==> src/rtl/seq_mult_pkg.sv <==
// Shared types and helpers for the sequential shift-add multiplier.
package seq_mult_pkg;

  typedef enum logic [1:0] {
    IDLE = 2'd0,
    CALC = 2'd1,
    FIX  = 2'd2
  } state_t;

  // Bits needed to count 0..w iterations.
  function automatic int unsigned cnt_width(input int unsigned w);
    return $clog2(w + 1);
  endfunction

endpackage

==> src/rtl/seq_mult_datapath.sv <==
// Operand, accumulator and iteration-counter registers plus the shift-add adder.
module seq_mult_datapath
  import seq_mult_pkg::*;
#(
  parameter int unsigned WIDTH = 4
) (
  input  logic                 clk,
  input  logic                 rst,
  input  logic                 load,
  input  logic                 step,
  input  logic                 signed_mode,
  input  logic [WIDTH-1:0]     in_1,
  input  logic [WIDTH-1:0]     in_2,
  output logic                 last_iter,
  output logic [2*WIDTH-1:0]   product
);

  localparam int unsigned CW = cnt_width(WIDTH);
  localparam logic [CW-1:0] LAST = CW'(WIDTH - 1);

  logic [WIDTH-1:0]   mcand;
  logic [WIDTH-1:0]   mplier;
  logic [2*WIDTH-1:0] acc;
  logic               neg;
  logic [CW-1:0]      cnt;
  logic [WIDTH:0]     sum;

  // The most-negative value maps to 2^(WIDTH-1), which still fits unsigned.
  function automatic logic [WIDTH-1:0] mag(input logic [WIDTH-1:0] x, input logic sm);
    return (sm && x[WIDTH-1]) ? -x : x;
  endfunction

  // WIDTH+1-bit add into the upper accumulator half, keeping the carry.
  always_comb begin
    sum = {1'b0, acc[2*WIDTH-1:WIDTH]} + {1'b0, (mplier[0] ? mcand : '0)};
  end

  // Sign fix-up of the unsigned magnitude product; a zero product stays zero.
  always_comb begin
    product   = neg ? -acc : acc;
    last_iter = (cnt == LAST);
  end

  // Capture operands on load, then one shift-add iteration per step.
  always_ff @(posedge clk) begin
    if (rst) begin
      mcand  <= '0;
      mplier <= '0;
      acc    <= '0;
      neg    <= 1'b0;
      cnt    <= '0;
    end else if (load) begin
      mcand  <= mag(in_1, signed_mode);
      mplier <= mag(in_2, signed_mode);
      neg    <= signed_mode & (in_1[WIDTH-1] ^ in_2[WIDTH-1]);
      acc    <= '0;
      cnt    <= '0;
    end else if (step) begin
      // {carry, acc} >> 1: the carry lands in the accumulator MSB.
      acc    <= {sum, acc[WIDTH-1:1]};
      mplier <= mplier >> 1;
      cnt    <= cnt + CW'(1);
    end
  end

endmodule

==> src/rtl/seq_mult_param.sv <==
// Parametrised sequential signed/unsigned multiplier with start/ready handshake.
module seq_mult_param #(
  parameter int unsigned WIDTH = 4
) (
  input  logic                 clk,
  input  logic                 rst,
  input  logic                 start,
  input  logic                 signed_mode,
  input  logic [WIDTH-1:0]     in_1,
  input  logic [WIDTH-1:0]     in_2,
  output logic [2*WIDTH-1:0]   out,
  output logic                 ready,
  output logic                 busy
);
  import seq_mult_pkg::*;

  state_t             state, state_next;
  logic               load, step, last_iter;
  logic [2*WIDTH-1:0] product;

  seq_mult_datapath #(.WIDTH(WIDTH)) u_datapath (
    .clk         (clk),
    .rst         (rst),
    .load        (load),
    .step        (step),
    .signed_mode (signed_mode),
    .in_1        (in_1),
    .in_2        (in_2),
    .last_iter   (last_iter),
    .product     (product)
  );

  // State register.
  always_ff @(posedge clk) begin
    if (rst) state <= IDLE;
    else     state <= state_next;
  end

  // Next-state and datapath control.
  always_comb begin
    state_next = state;
    load       = 1'b0;
    step       = 1'b0;
    busy       = 1'b0;
    case (state)
      IDLE: begin
        if (start) begin
          load       = 1'b1;
          state_next = CALC;
        end
      end
      CALC: begin
        busy = 1'b1;
        step = 1'b1;
        if (last_iter) state_next = FIX;
      end
      FIX: begin
        busy       = 1'b1;
        state_next = IDLE;
      end
      default: state_next = IDLE;
    endcase
  end

  // Result register and completion pulse, both updated on the edge leaving FIX.
  always_ff @(posedge clk) begin
    if (rst) begin
      out   <= '0;
      ready <= 1'b0;
    end else begin
      ready <= (state == FIX);
      if (state == FIX) out <= product;
    end
  end

endmodule

==> config.mk <==
export PLATFORM = sky130hd
export DESIGN_NAME = seq_mult_param
export DESIGN_NICKNAME = d
export VERILOG_FILES = /design/src/rtl/seq_mult_pkg.sv /design/src/rtl/seq_mult_datapath.sv /design/src/rtl/seq_mult_param.sv
export SDC_FILE = /design/constraint.sdc
export NUM_CORES = 1
export LEC_CHECK = 0
export ABC_AREA = 1
export CAP_MARGIN = 25
export CELL_PAD_IN_SITES_DETAIL_PLACEMENT = 2
export CELL_PAD_IN_SITES_GLOBAL_PLACEMENT = 2
export CORE_UTILIZATION = 31
export DETAILED_ROUTE_END_ITERATION = 16
export HOLD_SLACK_MARGIN = 0.15
export PLACE_DENSITY = 0.76
export SYNTH_ARGS = -nofsm -noshare
export SYNTH_HDL_FRONTEND = slang
export SYNTH_SLANG_ARGS = --single-unit
==> constraint.sdc <==
create_clock -name clk -period 1.7 [get_ports clk]
set_clock_uncertainty 0.05 [all_clocks]
set_input_delay 0.51 -clock clk [delete_from_list [all_inputs] [get_ports clk]]
set_output_delay 0.51 -clock clk [all_outputs]
set_load 0.005 [all_outputs]
After elaboration in Yosys (flattened, before gate mapping)

Index checks and enable logic that the tools add are counted.

Mux-type cells: 13
Equality and inequality tests: 5
Reduce and logical (&&, ||, !) cells: 7
Bitwise operators: 2
$add $sub $neg: 5

Operators by type and width:

| operator            | count |
|---|---|
| $mux 4              | 5 |
| $mux 8              | 1 |
| $neg 4->4           | 2 |
| $neg 8->8           | 1 |
| $add 4x4->5         | 1 |
| $mux 1              | 4 |
| $mux 2              | 2 |
| $ne 2x2->1 const B  | 2 |
| $pmux 2 s2          | 1 |
| $reduce_or 2->1     | 2 |
| $add 3x1->3 const B | 1 |
| $eq 3x2->1 const B  | 1 |
| $eq 2x1->1 const B  | 1 |
| $eq 2x2->1 const B  | 1 |
| $logic_and 1x1->1   | 2 |
| $logic_not 2->1     | 1 |
| $reduce_and 2->1    | 1 |
| $reduce_bool 2->1   | 1 |
| $and 1x1->1         | 1 |
| $xor 1x1->1         | 1 |

Input bits: 12
Register bits after elaboration: 31

Depth between registers and ports, before layout

Gate-level depths: netlist of run 1.

Depth after elaboration: 4
Depth in mapped cells: 9
Mapped depth without buffers: 9

Cells and area by module

A second synthesis of run 1 with hierarchy kept.

Cell total of the unflattened synthesis: 234
Area total of the unflattened synthesis: 1665.3 um^2

By module, submodules not included:

| module            | instances | seq. area each (um^2) | cells each | area an instance (um^2) |
|---|---|---|---|---|
| seq_mult_datapath | 1         | 400.4                 | 174        | 1212.4 |
| seq_mult_param    | 1         | 220.2                 | 60         | 452.9 |

Worst setup path after synthesis of run 1

No wires, ideal clock.

Kind: register to register
Start point: register u_datapath.mplier[0]
End point: register u_datapath.acc[5]
Path buffers: 0
Cell stages (with the launch flop): 8
Period minus slack after synthesis: 1487 ps
Arrival time: 1321 ps
Path slack: 213 ps
Cells stage by stage: dfxtp_1 > nand2_1 > inv_1 > ha_1 > fa_1 > xor2_1 > o21ai_0 > inv_1

Cells in the longest elaborated chain, start to end: 2

RTL lines:

| element                | line                    | text |
|---|---|---|
| from (decl)            | seq_mult_datapath.sv:22 | `logic [WIDTH-1:0] mplier;` |
| from (signal assigned) | seq_mult_datapath.sv:54 | `mplier <= mag(in_2, signed_mode);` |
| from (signal assigned) | seq_mult_datapath.sv:61 | `mplier <= mplier >> 1;` |
| $mux 4                 | seq_mult_datapath.sv:35 | `sum = {1'b0, acc[2*WIDTH-1:WIDTH]} + {1'b0, (mplier[0] ? mcand : '0)};` |
| $add 4x4->5            | seq_mult_datapath.sv:35 |  |
| to (signal assigned)   | seq_mult_datapath.sv:60 | `acc <= {sum, acc[WIDTH-1:1]};` |
| to (decl)              | seq_mult_datapath.sv:23 | `logic [2*WIDTH-1:0] acc;` |

No other way between the ends.
A chain may end at the register's enable or synchronous reset.

Worst setup path after layout of run 1

Start point: register ready
End point: output ready

RTL lines:

| element                | line                 | text |
|---|---|---|
| from (decl)            | seq_mult_param.sv:12 | `output logic ready,` |
| from (signal assigned) | seq_mult_param.sv:71 | `ready <= (state == FIX);` |

No word-level cell between the ends.

==> results.ini, run 1 <==
[status]
outcome = finished, final reports clean

[global_route]
busiest_layer = met2
grt_use_met2_pct = 35.04
grt_util_met3_pct = 4.016
antenna_found_initial = 0
grt_pass1_wl_um = 8252
grt_pass1_vias = 1707
grt_max_degree = 17
globalRouteTotalUtil_pct = 19.73
gr-total-overflow = 0
grt_use_met1_pct = 24.78

[floorplan]
core-area_um2 = 5140
core.rowCount = 26
die_x_um = 75.10
die_h_um = 75.10
ioPinCount = 22
die-area_um2 = 5640
start_util_pct = 32.23

[timing]
hold_violations = 0
finalSetupTns_ns = 0
slew_viol_final = 0
final-setup-viol-count = 0
tightest_slew_ns = 0.5415
hold_slack_ns = 0.4141
max_freq_ghz = 0.6094
period_minus_slack_ns = 1.641
slew_headroom_pct = 63.90
period_share_pct = 96.52
grt_setup_unrepaired = false
setup_ws_ns = 0.05909

[drt]
drt_iter0_markers = 60
drc = 0
ant_nets = 0
wirelength_um = 4857
num_vias = 1628
firstDrtPassIters = 4
route.detailed.wl_per_inst_um = 14.29
avgViaCountPerCell = 4.788

[synthesis]
synth_area_um2 = 1657
ys_types = 24
synth_seq_cells = 31
synthCells = 228
ys_warn_count = 0
ys_seq_area_share_pct = 37.46
avgSynthCellArea_um2 = 7.266
synth_fp_nets = 255

[clock_tree]
clock-sinks = 31
cts_root_buf = clkbuf_8
cts_tree = built
cts.reportedPaths.clkPinSlew_ns = 0.07
insertion_delay_ns = 0.28
cts_setup_buffers = 0
clockBufferDepth = 2
htreeDepth = 2
cts-buffers-inserted = 5

[critical_path]
critical_path_class = reg -> out
crit_buf_inv = 1
crit_fanout = 1
end_kind = output port
cp_cell_sequence = clkdlybuf4s50_1
crit_arrival_ns = 1.08
critPathTopFamily = buffers and inverters
max_stage_delay_ns = 0.49
critPathLaunchType = flip-flop
worstPathRequired_ns = 1.14
reg2reg_slack_ns = 0.12
slowest_stage = clkdlybuf4s50_1

[placed_design]
portBuffers = 21
post-place-ws_ns = -0.07976
gp_congestion = 0.7051
placed_cells = 332
dp.final_hpwl_um = 3657
place_area_um2 = 2074

[layout]
syn2layout_area_growth_pct = 33.38
stdcell_area_um2 = 2210
fin_nets = 296
layout-drive-gt1-share_pct = 14.81
instances_no_fill = 340
n_antenna_cell = 0

[hold_path]
hold_path.class = reg -> reg

[power_and_ir_drop]
ir_drop_mv = 0.6484
pwr-share-seq_pct = 34.1
p_leak_nw = 1.129
p_sw_mw = 1.067
combPwrFrac_pct = 40.2
power.density_nw_per_um2 = 1354
power.internal_mw = 1.925
netSwitchingFraction_pct = 35.65
clkPwrFrac_pct = 25.7

[job]
timing.max_cap.violations = 0

## area by class of cell
type | count | area (µm²)
flip-flops and latches | 31 | 624.3
inverters | 32 | 122.6
clock buffers | 6 | 82.58
fillers | 642 | 2930
clock inverters | 2 | 35.03
multi-input cells | 158 | 873.3
well taps | 70 | 87.58
repair buffers | 41 | 384.1
## cell usage after synthesis
cell | number | area share, %
a21oi_1 | 27 | 8.2
buf_2 | 4 | 1.2
buf_4 | 3 | 1.4
dfxtp_1 | 31 | 37
fa_1 | 1 | 1.2
ha_1 | 14 | 11
inv_1 | 29 | 6.6
inv_2 | 2 | 0.45
inv_4 | 1 | 0.38
mux2i_1 | 1 | 0.60
nand2_1 | 48 | 11
nand2_2 | 1 | 0.38
nand3_1 | 16 | 4.8
nor2_1 | 18 | 4.1
nor2_2 | 1 | 0.38
nor3_1 | 1 | 0.30
o21ai_0 | 17 | 5.1
o21ai_1 | 3 | 0.91
o22ai_1 | 1 | 0.38
o22ai_2 | 1 | 0.76
o31ai_1 | 1 | 0.45
or2_2 | 1 | 0.38
xnor2_1 | 2 | 1.1
xor2_1 | 4 | 2.1
## path summary, 6_finish.rpt
path                             start           endpoint  depth (start not counted)
setup / recovery                 ready              ready                          1
hold / removal       u_datapath.cnt[2]  u_datapath.cnt[2]                          2
setup reg to reg  u_datapath.mplier[0]  u_datapath.acc[5]                          7
hold reg to reg      u_datapath.cnt[2]  u_datapath.cnt[2]                          2
## state kept, by name, summed over array words and instances (netlist names)
signal	flops
u_datapath.mcand	4
u_datapath.mplier	4
out	8
u_datapath.cnt	3
u_datapath.neg	1
state	2
u_datapath.acc	8
ready	1
## cell families after synthesis
family | share of synthesized area, %
xor+xnor | 3.172
mux | 0.6043
fa+ha+maj | 11.78
simple gates | 21.22
buf+inv | 9.970
compound gates | 15.79
flops | 37.46
## power by group through the flow
stage | clock, mW | sequential, mW | combinational [mW]
CTS | 0.792 | 1.03 | 1.26
finish | 0.769 | 1.02 | 1.20
global placement | 0 | 1.02 | 1.19
floorplan | 0 | 1.02 | 0.686
global route | 0.820 | 1.05 | 1.38
detailed placement | 0 | 1.04 | 1.25
## stage by stage
step | total power [mW] | utilization, %
after global routing | 3.249 | 42.99
after CTS | 3.077 | 42.70
after detailed placement | 2.289 | 40.36
after global placement | 2.217 | 40.36
final | 2.992 | 42.99
after floorplan | 1.702 | -
## cell usage in the layout, fill, tap and decap left out, types with 2 or more instances in the layout
master            n
ha_1             14
o21ai_0          16
clkbuf_8          6
nand2_1          48
xnor2_1           2
nor2_1           18
inv_1            29
clkdlybuf4s50_1  12
inv_2             2
dfxtp_2           3
dfxtp_1          28
buf_4            19
dlymetal6s2s_1    7
o21ai_1           4
a21oi_1          27
nand3_1          16
xor2_1            4
## per-layer routing
metal	wire [µm]	part of all wire [%]
met5	0	0
met4	15	0.31
met3	80	1.6
met2	2539	52
met1	2221	46
## timing repair
item	4_1_cts	5_1_grt
pin swaps	0	0
endpoints found under the setup margin	3	9
gates resized for setup	6	10
hold buffers	0	0
endpoints found under the hold margin	0	0
(Power assumes the default switching activity.)
==> inputs of run 2 (changes only) <==
Settings changed: CORE_UTILIZATION 31 to 32, CTS_BUF_LIST from default to sky130_fd_sc_hd__clkbuf_4 sky130_fd_sc_hd__clkbuf_8, GPL_TIMING_DRIVEN from default to 0, PLACE_DENSITY 0.76 to 0.78.
==> run 2 against run 1 <==
Final cell count fell by 5.3%. Die area fell by 3.0%. Sequential share of layout area rose by 2.5 points. Global-route usage fell by 2.0 points. Largest power group unchanged.
==> results.ini, run 2 (same netlist as run 1, synthesis figures left out) <==
[power_and_ir_drop]
p_sw_mw = 0.9949  ; -6.7%
p_leak_nw = 0.9867  ; -13%
clkPwrFrac_pct = 20.0  ; -5.7 points
power.internal_mw = 1.669  ; -13%
pwr-share-seq_pct = 38.5  ; +4.4 points
power.density_nw_per_um2 = 1310  ; -3.2%
netSwitchingFraction_pct = 37.35  ; +1.7 points
ir_drop_mv = 0.5509  ; -15%
combPwrFrac_pct = 41.4  ; +1.2 points

[global_route]
grt_max_degree = 11  ; -6
antenna_found_initial = 0  ; unchanged
grt_pass1_vias = 1692  ; -0.88%
grt_pass1_wl_um = 7431  ; -9.9%
gr-total-overflow = 0  ; unchanged
globalRouteTotalUtil_pct = 17.75  ; -2.0 points

[drt]
met1Wirelength_um = 2095  ; -5.7%
ant_nets = 0  ; unchanged
drc = 0  ; unchanged
routed-wl-met3_um = 71  ; -11%
num_vias = 1566  ; -3.8%
avgViaCountPerCell = 4.863  ; +1.6%
wirelength_um = 4392  ; -9.6%
routed.top_layer = met4
route.detailed.wl_per_inst_um = 13.64  ; -4.5%
wl_met2_um = 2175  ; -14%
firstDrtPassIters = 4  ; unchanged
drt_iter0_markers = 20  ; -67%

[clock_tree]
insertion_delay_ns = 0.28  ; about the same
htreeDepth = 2  ; unchanged
cts-buffers-inserted = 5  ; unchanged
cts.reportedPaths.clkPinSlew_ns = 0.06  ; about the same
cts_tree = built
clockBufferDepth = 2  ; unchanged
cts_root_buf = clkbuf_8
clock-sinks = 31  ; unchanged

[timing]
max_freq_ghz = 0.6019  ; -1.2%
setup_ws_ns = 0.03868  ; -0.02041 ns
final-setup-viol-count = 0  ; unchanged
period_minus_slack_ns = 1.661  ; +0.02041 ns
hold_violations = 0  ; unchanged
slew_viol_final = 0  ; unchanged
tightest_slew_ns = 0.2827  ; -0.2588 ns
slew_headroom_pct = 81.15  ; +17 points
grt_setup_unrepaired = false
period_share_pct = 97.72  ; +1.2 points

[layout]
seqCellArea_um2 = 624.3  ; unchanged
syn2layout_area_growth_pct = 22.73
fin_nets = 283  ; -4.4%
reg_top3 = out (8), u_datapath.acc (8)
multi_input_area_um2 = 870.8  ; -0.29%
mostFrequentLayoutCell = nand2_1
fillers = 593  ; -7.6%
n_antenna_cell = 0  ; unchanged
stdcell_area_um2 = 2033  ; -8.0%
layout-drive-gt1-share_pct = 10.59  ; -4.2 points
layout_common_cells = nand2_1 (48), dfxtp_1 (28), inv_1 (27), a21oi_1 (27), nor2_1 (18)

[hold_path]
whs_endpoint = u_datapath.acc[0]
whs_path_depth = 2  ; unchanged
hold_path.class = reg -> reg
hp-start = u_datapath.acc[0]

[placed_design]
portBuffers = 20  ; -4.8%
gp_congestion = 0.7087  ; +0.51%
post-place-ws_ns = -0.1421  ; -0.06233 ns
place_area_um2 = 1941  ; -6.5%
dp.final_hpwl_um = 3364  ; -8.0%

[critical_path]
cp_cell_sequence = clkdlybuf4s50_1
reg2reg_from = u_datapath.mplier[0]
worstPathRequired_ns = 1.14  ; about the same
crit_buf_inv = 1  ; unchanged
critical_path_class = reg -> out
slowest_stage = clkdlybuf4s50_1
crit_fanout = 2  ; +1
crit_arrival_ns = 1.10  ; +0.02 ns
end_kind = output port
timing.rr.end = u_datapath.acc[5]
critPathLaunchType = flip-flop
reg2reg_slack_ns = 0.11  ; about the same
reg2reg_depth = 7  ; unchanged
critPathTopFamily = buffers and inverters
max_stage_delay_ns = 0.50  ; about the same

[floorplan]
die-area_um2 = 5469  ; -3.0%
ioPinCount = 22  ; unchanged
die_h_um = 73.95  ; -1.5%
core.rowCount = 25  ; -3.8%
start_util_pct = 34.17  ; +1.9 points
die_x_um = 73.95  ; -1.5%
core-area_um2 = 4848  ; -5.7%

[status]
outcome = finished, final reports clean

[job]
timing.max_cap.violations = 0  ; unchanged

[run 2: changes by cell type in the layout (fill, tap and decap cells not counted), sizes merged]
cell	delta
bufinv	-1
dlymetal6s2s	-3
clkinv	-1
clkbuf	-1
clkdlybuf4s50	+3
buf	-11
dlygate4sd2	-1
[run 2: power groups by stage]
stage / Combinational (mW) / Sequential (mW) / Clock (mW)
after global routing: 1.26 / 1.05 / 0.578
after global placement: 1.08 / 1.03 / 0
final: 1.10 / 1.03 / 0.533
after detailed placement: 1.11 / 1.04 / 0
after floorplan: 0.686 / 1.02 / 0
after CTS: 1.12 / 1.03 / 0.559
[run 2: worst max-delay path by stage]
stage                                 to                 start  depth (start not counted)
floorplan              u_datapath.acc[5]  u_datapath.mplier[0]                          7
global placement    u_datapath.mplier[0]                 start                          6
detailed placement  u_datapath.mplier[2]               in_2[0]                          7
CTS                               out[4]                out[4]                          1
global route                      out[3]                out[3]                          1
finish                            out[0]                out[0]                          1
[run 2: layer usage]
metal | vias up | global-route usage [%]
li1 | 787 | -
met1 | 766 | 21.73
met2 | 9 | 31.41
met3 | 4 | 3.252
met4 | 0 | 5.556
met5 | - | 0
[run 2: what timing repair did]
action,CTS,global route
setup buffers,1,0
resized for setup,8,6
hold buffers,0,0
endpoints found under the setup margin,1,6
[run 2: stage by stage]
stage                     util (%)  TNS (ns)  instances  power, mW  hold slack, ns
after detailed placement     40.03   -0.6786        315      2.153          0.4102
after global routing         41.94         0        322      2.890          0.4419
after CTS                    41.70         0        322      2.712          0.4199
after global placement       40.03   -0.5396        315      2.112          0.4032
after floorplan                  -         0        228      1.702          0.3892
final                        41.94         0        322      2.664          0.4146
[run 2: layout make-up]
cell class	count	area share (%)
buffer	7	2.092
clock buffer	6	3.754
inverter	32	6.031
tap	67	4.123
timing repair buffer	21	10.46
multi-input combinational	158	42.83
sequential	31	30.71
==> inputs of run 3 (changes only) <==
Settings changed: CORE_ASPECT_RATIO from default to 1.4.
==> run 3 against run 2 <==
Sequential power barely moved. Maximum frequency rose by 0.25%. Register-to-register slack improved by 0.03 ns. Non-clock buffer count did not move. Final cell count fell by 0.31%. Via count rose by 1.4%. Critical path type unchanged. Largest cell class unchanged. Largest power group unchanged.
==> results.ini, run 3 (same netlist as run 1, synthesis figures left out) <==
[critical_path]
slowest_stage = clkdlybuf4s50_1
crit_buf_inv = 1  ; unchanged
critPathLaunchType = flip-flop
cp_cell_sequence = clkdlybuf4s50_1
critical_path_class = reg -> out
max_stage_delay_ns = 0.49  ; about the same
worstPathRequired_ns = 1.14  ; about the same
end_kind = output port
crit_arrival_ns = 1.10  ; about the same
crit_fanout = 2  ; unchanged
critPathTopFamily = buffers and inverters

[clock_tree]
cts_tree = built
htreeDepth = 2  ; unchanged
cts_root_buf = clkbuf_8
insertion_delay_ns = 0.28  ; about the same
cts.reportedPaths.clkPinSlew_ns = 0.07  ; about the same
clock-sinks = 31  ; unchanged
hold_buffers = 0  ; unchanged
clockBufferDepth = 2  ; unchanged
cts-buffers-inserted = 5  ; unchanged

[timing]
grt_setup_unrepaired = false
period_minus_slack_ns = 1.657  ; -0.004194 ns
slew_headroom_pct = 79.60  ; -1.6 points
tightest_slew_ns = 0.3056  ; +0.02293 ns
final-setup-viol-count = 0  ; unchanged
hold_violations = 0  ; unchanged
slew_viol_final = 0  ; unchanged
max_freq_ghz = 0.6035  ; +0.25%
period_share_pct = 97.48  ; -0.25 points

[drt]
ant_nets = 0  ; unchanged
drc = 0  ; unchanged
num_vias = 1588  ; +1.4%
route.detailed.wl_per_inst_um = 14.26  ; +4.5%
firstDrtPassIters = 4  ; unchanged
avgViaCountPerCell = 4.947  ; +1.7%
drt_iter0_markers = 43  ; +110%
wirelength_um = 4577  ; +4.2%

[placed_design]
place_area_um2 = 1937  ; -0.19%
portBuffers = 20  ; unchanged
dp.final_hpwl_um = 3446  ; +2.4%
gp_congestion = 0.7067  ; -0.28%

[layout]
reg_top3 = out (8), u_datapath.acc (8)
multi_input_area_um2 = 885.9  ; +1.7%
stdcell_area_um2 = 2058  ; +1.2%
syn2layout_area_growth_pct = 24.24
fin_util_pct = 41.86  ; -0.078 points
fillers = 593  ; unchanged
layout_common_cells = nand2_1 (48), inv_1 (27), a21oi_1 (27)
fin_nets = 283  ; unchanged
n_antenna_cell = 0  ; unchanged
seqCellArea_um2 = 628.1  ; +0.60%
mostFrequentLayoutCell = nand2_1
layout-drive-gt1-share_pct = 13.23  ; +2.6 points

[global_route]
gr-total-overflow = 0  ; unchanged
grt_pass1_vias = 1723  ; +1.8%
grt_pass1_wl_um = 7879  ; +6.0%
antenna_found_initial = 0  ; unchanged
globalRouteTotalUtil_pct = 18.68  ; +0.93 points
grt_max_degree = 11  ; unchanged

[power_and_ir_drop]
ir_drop_mv = 0.3725  ; -32%
p_leak_nw = 0.9717  ; -1.5%
power.density_nw_per_um2 = 1353  ; +3.3%

[floorplan]
die_x_um = 62.81  ; -15%
ioPinCount = 22  ; unchanged
core.rowCount = 30  ; +20%
core-area_um2 = 4917  ; +1.4%
die_h_um = 87.14  ; +18%
start_util_pct = 33.69  ; -0.48 points
die-area_um2 = 5473  ; about the same

[job]
timing.max_cap.violations = 0  ; unchanged

[status]
outcome = finished, final reports clean

[hold_path]
hold_path.class = reg -> reg

## run 3: power by group
part / total [mW] / internal (mW) / switching (mW)
logic: 1.15 / 0.498 / 0.650
registers: 1.04 / 0.914 / 0.124
clock network: 0.599 / 0.319 / 0.280
## run 3: path summary, 6_finish.rpt
path | startpoint | end | slack, ns | cells past startpoint
min | u_datapath.cnt[1] | u_datapath.cnt[1] | 0.42 | 2
min reg2reg | u_datapath.cnt[1] | u_datapath.cnt[1] | 0.42 | 2
max | out[7] | out[7] | 0.04 | 1
max reg2reg | u_datapath.mplier[0] | u_datapath.acc[5] | 0.14 | 7
## run 3: per-layer routing
metal,GRT usage [%],part of all wire (%)
met1,18.09,39
met2,37.94,57
met3,3.665,2.0
met4,7.400,1.8
met5,0,0
## run 3: timing repair
item | CTS | global route
endpoints found under the setup margin | 3 | 8
setup buffers | 1 | 0
gates resized for setup | 12 | 9
## run 3: metrics by stage
step | hold slack, ns | TNS, ns | power (mW) | worst slack (ns) | instances
after floorplan | 0.3892 | 0 | 1.702 | 0.2134 | 228
after global placement | 0.4008 | -0.5477 | 2.116 | -0.09182 | 312
after detailed placement | 0.4091 | -0.9413 | 2.175 | -0.1378 | 312
after CTS | 0.4241 | 0 | 2.820 | 0.0008963 | 321
after global routing | 0.4485 | 0 | 3.018 | 0.004146 | 321
final | 0.4228 | 0 | 2.785 | 0.04287 | 321
## run 3: layout make-up
cell class                      count  area share (%)
Clock buffer                        7           4.073
Inverter                           32           6.079
Sequential cell                    31           30.52
Tap cell                           64           3.891
Timing Repair Buffer               21           9.970
Clock inverter                      1          0.2432
Buffer                              7           2.188
Multi-Input combinational cell    158           43.04
